<file path="src/rtl/hs_beat_packer_pkg.sv">
// Shared types and helpers for the beat packer: FSM state encoding,
// default geometry and the checksum accumulate step.
package hs_beat_packer_pkg;

  typedef enum logic [1:0] {
    IDLE    = 2'd0,
    COLLECT = 2'd1,
    OUT     = 2'd2
  } pkt_state_t;

  localparam int DEF_WIDTH = 8;
  localparam int DEF_BEATS = 4;
  localparam int CHK_MAX_W = 32;

  // Callers truncate the result to their beat width, giving modulo-2^WIDTH.
  function automatic logic [CHK_MAX_W-1:0] chk_add(input logic [CHK_MAX_W-1:0] acc,
                                                   input logic [CHK_MAX_W-1:0] beat);
    return acc + beat;
  endfunction

endpackage

</file>
<file path="src/rtl/hs_skid1.sv">
// One-entry skid register holding a beat that arrived while the packer
// could not take it; a push into a full entry without a pop is lost.
module hs_skid1 #(
  parameter int WIDTH = 8
) (
  input  logic             clk,
  input  logic             rst,
  input  logic             push,
  input  logic             pop,
  input  logic [WIDTH-1:0] din,
  output logic [WIDTH-1:0] dout,
  output logic             full,
  output logic             full_nxt,
  output logic             overflow
);

  assign full_nxt = push | (full & ~pop);

  always_ff @(posedge clk) begin
    if (rst) begin
      full     <= 1'b0;
      dout     <= '0;
      overflow <= 1'b0;
    end else begin
      full <= full_nxt;
      if (push && (!full || pop))
        dout <= din;
      if (push && full && !pop)
        overflow <= 1'b1;
    end
  end

endmodule

</file>
<file path="src/rtl/hs_beat_packer.sv">
// Packs BEATS synchronizer beats into one packet with valid/ready output and
// busy backpressure. Define PKT_CHECKSUM_EN to add the out_sum checksum port.
module hs_beat_packer
  import hs_beat_packer_pkg::*;
#(
  parameter int WIDTH = DEF_WIDTH,
  parameter int BEATS = DEF_BEATS
) (
  input  logic                   clk,
  input  logic                   rst,
  input  logic                   in_valid,
  input  logic [WIDTH-1:0]       in_data,
  output logic                   in_busy,
  output logic                   out_valid,
  input  logic                   out_ready,
  output logic [WIDTH*BEATS-1:0] out_data,
`ifdef PKT_CHECKSUM_EN
  output logic [WIDTH-1:0]       out_sum,
`endif
  output logic                   overflow
);

  localparam int CNT_W = $clog2(BEATS) + 1;
  localparam logic [CNT_W-1:0] LAST_CNT = CNT_W'(BEATS - 1);
  localparam logic [CNT_W-1:0] FULL_CNT = CNT_W'(BEATS);

  pkt_state_t                   state;
  logic [CNT_W-1:0]             count;
  logic [BEATS-1:0][WIDTH-1:0]  slot;
  logic                         skid_full;
  logic                         skid_full_nxt;
  logic [WIDTH-1:0]             skid_data;
  logic                         collecting;
  logic                         push;
  logic                         pop;
  logic                         cap_en;
  logic                         to_out;
  logic [WIDTH-1:0]             cap_data;

  // A held skid beat is always older than in_data, so it is captured first.
  assign collecting = (state != OUT);
  assign pop        = collecting && skid_full;
  assign push       = in_valid && (!collecting || skid_full);
  assign cap_en     = collecting && (skid_full || in_valid);
  assign cap_data   = skid_full ? skid_data : in_data;
  assign to_out     = collecting ? (cap_en && (count == LAST_CNT)) : !out_ready;
  assign out_data   = slot;

  hs_skid1 #(.WIDTH(WIDTH)) u_skid (
    .clk      (clk),
    .rst      (rst),
    .push     (push),
    .pop      (pop),
    .din      (in_data),
    .dout     (skid_data),
    .full     (skid_full),
    .full_nxt (skid_full_nxt),
    .overflow (overflow)
  );

  always_ff @(posedge clk) begin
    if (rst) begin
      state     <= IDLE;
      count     <= '0;
      slot      <= '0;
      out_valid <= 1'b0;
      in_busy   <= 1'b0;
    end else begin
      out_valid <= to_out;
      in_busy   <= to_out || skid_full_nxt;
      case (state)
        IDLE, COLLECT: begin
          if (cap_en) begin
            for (int i = 0; i < BEATS; i++)
              if (count == CNT_W'(i))
                slot[i] <= cap_data;
            if (count == LAST_CNT) begin
              state <= OUT;
              count <= FULL_CNT;
            end else begin
              state <= COLLECT;
              count <= count + CNT_W'(1);
            end
          end
        end
        OUT: begin
          if (out_ready) begin
            state <= IDLE;
            count <= '0;
          end
        end
        default: begin
          state <= IDLE;
          count <= '0;
        end
      endcase
    end
  end

`ifdef PKT_CHECKSUM_EN
  logic [WIDTH-1:0] sum_acc;

  always_ff @(posedge clk) begin
    if (rst)
      sum_acc <= '0;
    else if (cap_en)
      sum_acc <= WIDTH'(chk_add(CHK_MAX_W'(sum_acc), CHK_MAX_W'(cap_data)));
    else if (!collecting && out_ready)
      sum_acc <= '0;
  end

  assign out_sum = sum_acc;
`endif

endmodule

</file>
<file path="config.mk">
export PLATFORM = sky130hd
export DESIGN_NAME = hs_beat_packer
export DESIGN_NICKNAME = d
export VERILOG_FILES = /design/src/rtl/hs_beat_packer_pkg.sv /design/src/rtl/hs_skid1.sv /design/src/rtl/hs_beat_packer.sv
export SDC_FILE = /design/constraint.sdc
export NUM_CORES = 1
export LEC_CHECK = 0
export CAP_MARGIN = 20
export CORE_AREA = 5 5 74 76
export CTS_CLUSTER_SIZE = 20
export DETAILED_ROUTE_END_ITERATION = 7
export DIE_AREA = 0 0 79 81
export GPL_TIMING_DRIVEN = 0
export PLACE_DENSITY = 0.8
export SYNTH_ARGS = -nofsm -noshare
export SYNTH_HDL_FRONTEND = slang
export SYNTH_SLANG_ARGS = --single-unit
</file>
<file path="constraint.sdc">
create_clock -name clk -period 2.5 [get_ports clk]
set_clock_uncertainty 0.1 [all_clocks]
set_input_delay 0.5 -clock clk [delete_from_list [all_inputs] [get_ports clk]]
set_output_delay 0.5 -clock clk [all_outputs]
set_load 0.005 [all_outputs]
</file>
# --- Yosys cells after proc, flatten, opt, wreduce, memory -nomap -nowiden ---
# Index checks and enable logic that the tools add are counted.
classes:
  addsub: 1
  n_mul: 0
  n_div: 0
  n_lt_le_gt_ge: 0
  eq_ne: 8
  shift: 0
  mux: 10
  bitwise_logic: 3
  n_reduce_logical: 23
ops:
  columns: ["op", "n"]
  rows:
  - ["3-bit AND reduction", 4]
  - ["3-bit 2-to-1 mux", 3]
  - ["8-bit 2-to-1 mux", 1]
  - ["1-bit logical AND", 7]
  - ["3-bit by 2-bit == test with 1-bit output, second input constant", 2]
  - ["2-bit 2-to-1 mux", 3]
  - ["2-bit inequality test, second input constant", 3]
  - ["3-bit case mux with 2 select lines", 1]
  - ["1-bit logical NOT", 4]
  - ["1-bit logical OR", 4]
  - ["2-bit case mux with 2 select lines", 1]
  - ["3-bit by 1-bit adder with 3-bit output, second input constant", 1]
  - ["3-bit by 1-bit == test with 1-bit output, second input constant", 1]
  - ["3-bit logical NOT", 1]
  - ["2-bit by 1-bit == test with 1-bit output, second input constant", 1]
  - ["2-bit == test, second input constant", 1]
  - ["2-bit logical NOT", 1]
  - ["2-bit AND reduction", 1]
  - ["2-bit OR reduction", 1]
  - ["1-bit AND", 1]
  - ["1-bit 2-to-1 mux", 1]
  - ["1-bit inverter", 1]
  - ["1-bit bitwise OR", 1]
word_totals:
  reg_bits: 49
  latchBits: 0
  ramBits: 0
  rom_bits: 0
  in_bits: 12
  out_inout_bits: 35
  wordCells: 56
  memories: 0

# --- Depth between registers and ports, before layout ---
logic_depth:
  word_depth: 6
  mapped_depth: 7
  ltp_nobuf: 5

# --- Hierarchy ---
# A second synthesis with hierarchy kept.
hier_totals:
  hier_cells: 222
  hier_area_um2: 2137.0
by_module_without_submodules:
  columns: ["module", "n_inst", "cells_each", "area_each_um2"]
  rows:
  - ["hs_beat_packer", 1, 178, 1745.4]
  - ["hs_skid1", 1, 44, 391.6]

# --- Worst setup path before layout ---
# No wires, ideal clock.
synth_timing:
  path_kind: "register to register"
  start: "reg count[0]"
  end: "reg slot (netlist bit out_data[31])"
  setup_time_ns: 0.091
  arrival_ns: 1.295
  required_ns: 2.309
  path_slack_ns: 1.014
  path_stages_with_launch: 8
  n_path_buf: 2
  cell_sequence: "dfxtp_1 ha_1 ha_1 o21a_1 buf_6 buf_8 a21oi_1 a311oi_1"
synth_via:
  elab_chain_cells: 2
synth_rtl:
  columns: ["item", "line", "text"]
  rows:
  - ["start: declaration", "hs_beat_packer.sv:28", "logic [CNT_W-1:0] count;"]
  - ["start signal: assignment", "hs_beat_packer.sv:82", "count <= count + CNT_W'(1);"]
  - ["3-bit by 2-bit == test with 1-bit output", "hs_beat_packer.sv:75", "if (count == CNT_W'(i))"]
  - ["3-bit AND reduction (no source line)", null, null]
  - ["end signal: indexed assignment", "hs_beat_packer.sv:76", "slot[i] <= cap_data;"]
  - ["end: declaration", "hs_beat_packer.sv:29", "logic [BEATS-1:0][WIDTH-1:0] slot;"]
# No other way between the ends.
# A chain may end at the register's enable or synchronous reset.

# --- Worst setup path in the final report ---
layout_timing:
  start: "reg slot (netlist bit out_data[31])"
  end: "out out_data[31]"
layout_rtl:
  columns: ["item", "line", "text"]
  rows:
  - ["end: declaration", "hs_beat_packer.sv:16", "output logic [WIDTH*BEATS-1:0] out_data,"]
# No word-level cell between the ends.

==> impl_results.md <==
- Status: completed
- Worst Setup Start Kind: flop
- CTS-repair resized insts: 0
- Critical Path Max Stage Delay: 510 ps
- Worst-Skew Late Latency: 310 ps
- # Post-CTS Setup Buffers: 0
- Starting Density: 48.3%
- Ordered cell list for the critical path: clkdlybuf4s50_1
- DP Area: 2770 um2
- Via count: 1694
- Post-CTS Hold Buffers: 0
- Post-Syn Nets: 232
- CTS tree: done
- Maximum clock frequency: 0.561 GHz
- GRT Residual Overflow: 0
- Final core utilization: 62.3%
- Largest net degree at the start of global routing: 16
- CTS Root Cell: clkbuf_8
- Total GRT Usage: 16.2%
- DP HPWL: 3590 um
- VDD IR max: 309 uV
- EDFF count, synth: 0
- Fin crit share: 71.3%
- Vias per cell: 5.26
- CP max FO: 2
- Final Max Tran Viols: 0
- Num rows: 25
- Layout Nets: 284
- Share of cells above drive strength 1: 11.2%
- Area leader, netlist: dfxtp_1
- Final instance area: 2900 um2
- Post-Syn Area: 2250 um2
- First-pass GRT wire length: 8070 um
- DR WL/cell: 15.2 um
- Synthesis-to-finish area growth: 29.0%
- Setup Total Neg Slack: 0 ps
- Final-layout fill cell count: 398
- Avg Inst Size Synth: 10.5 um2
- Residual DRC count: 0
- Slowest-stage cell, CP: clkdlybuf4s50_1
- Worst min-delay path class: reg -> reg
- P per Cell Area: 576 nW/um2
- Iter 0 DRT Violations: 103
- Most common cell in the netlist: dfxtp_1
- Data arrival time of the worst path: 1180 ps
- DRT Pass-1 Iters: 4
- Die Area: 6400 um2
- Distinct cells, synth: 32
- H-tree depth: 2
- Dominant synthesized flop cell: dfxtp_1
- Routed WL: 4910 um
- Cell family with most CP delay: buffers and inverters
- Synth async-reset ratio: 0%
- Ranking of synthesized cells by area: dfxtp_1 (44%), mux2i_1 (18%), nand2b_1 (11%), a21oi_1 (3.1%), a311oi_1 (3.1%)
- P_leak: 1.13 nW
- Vert. Die Dim: 81 um
- Die Wd: 79 um
- Worst rel slew slack: 63.2%
- Clock-pin slew on the worst setup and hold paths: 90 ps
- Req. time, crit path: 1900 ps
- Post-synth top cells: dfxtp_1 (49), mux2i_1 (40), nand2b_1 (40)
- Final min period: 1780 ps
- RSZ-0062 raised after global routing: false
- Clock Tree Buf Depth: 2
- Port Buffers: 45
- CP Capture Type: output port
- Crit Path Category: reg -> out
- Placeable Area: 4660 um2
- Post-DRT Antenna Nets: 0
- Flops & latches, synth: 49
- RePlAce Congestion: 0.819
- Synth Instances: 215
- Max-cap violations: 0
- Final setup vio count: 0
- Initial antenna violation count: 0
- Worst-Margin Slew: 551 ps
- Vias in the first global route: 1634
- Antenna Diode Count: 0
- Seq/Total Area, Yosys: 43.6%
- Bufs and invs on worst path: 1
- TritonCTS buffer count: 5
- I/O Pins: 47
- Final Hold Fails: 0
- Post-synth top area share: 43.6%
- Ys Warns: 0
- Clock sinks: 49
==> cell usage in the layout (no fill, tap or decap), types with 4 or more instances in the layout <==
cell	n
a21oi_1	14
a311oi_1	8
buf_6	4
clkbuf_1	5
clkbuf_8	5
clkdlybuf4s50_1	45
dfxtp_1	49
ha_1	5
mux2i_1	40
nand2b_1	40
nor2_1	5
o21ai_0	6
or2_1	4
or2_2	5
==> power by group <==
group	internal [W]	switching, W	total, W
Clock	0.000397	0.000274	0.000671
Sequential	0.000805	0.0000155	0.000820
Combinational	0.000101	0.0000789	0.000180
Total	0.00130	0.000368	0.00167
==> sequential cells by signal, indices dropped and copies added (netlist names) <==
name             count
out_data            32
u_skid.dout          8
out_valid            1
u_skid.full          1
count                3
u_skid.overflow      1
in_busy              1
state                2
==> metal layers <==
layer	track usage (%)	routed length [um]	up-vias
met5	0	0	-
met4	5.67	69	0
met3	4.88	209	6
met2	26.7	2420	35
met1	20.3	2210	805
li1	-	-	848
==> worst register-to-register path, cell delays in order, from the launching register on <==
cell      delay, ps
dfxtp_1         400
ha_1            170
ha_1            220
o21a_1          160
buf_6           130
buf_8           140
a21oi_1          70
a311oi_1        220
==> cell families after synthesis <==
logic type,share of synthesized area (%)
muxes,17.8
and+or+nand+nor,19.9
AOI/OAI and AO/OA,10.0
adders and majority gates,2.78
buffers and inverters,5.95
DFF,43.6
==> worst paths after layout <==
| kind | start | end | slack, ps | depth (start not counted) |
|---|---|---|---|---|
| worst max register to register | count[1]$_SDFFE_PP0P_ | out_data[31]$_SDFFE_PP0P_ | 800 | 7 |
| worst max-delay path | out_data[31]$_SDFFE_PP0P_ | out_data[31] | 720 | 1 |
| worst min-delay path | u_skid.overflow$_SDFFE_PP0P_ | u_skid.overflow$_SDFFE_PP0P_ | 370 | 2 |
| worst min register to register | u_skid.overflow$_SDFFE_PP0P_ | u_skid.overflow$_SDFFE_PP0P_ | 370 | 2 |
==> layout make-up <==
type	instances	area, um2	share of cell area (%)
clock buffer	5	68.8	2.37
inverter	4	15.0	0.517
timing repair buffer	45	450	15.5
tap	54	67.6	2.33
buffer	15	119	4.10
multi-input combinational	147	1130	39.1
clock inverter	3	65.1	2.24
sequential	49	981	33.8
==> stage by stage <==
stage | power (W) | cells | setup WS, ps | hold WS (ps)
after floorplan | 0.000937 | 215 | 1010 | 348
after global placement | 0.00102 | 314 | 479 | 348
after detailed placement | 0.00102 | 314 | 418 | 361
after CTS | 0.00169 | 322 | 698 | 381
after global routing | 0.00175 | 322 | 650 | 396
final | 0.00167 | 322 | 717 | 372
Power figures use the tool's default switching activity.
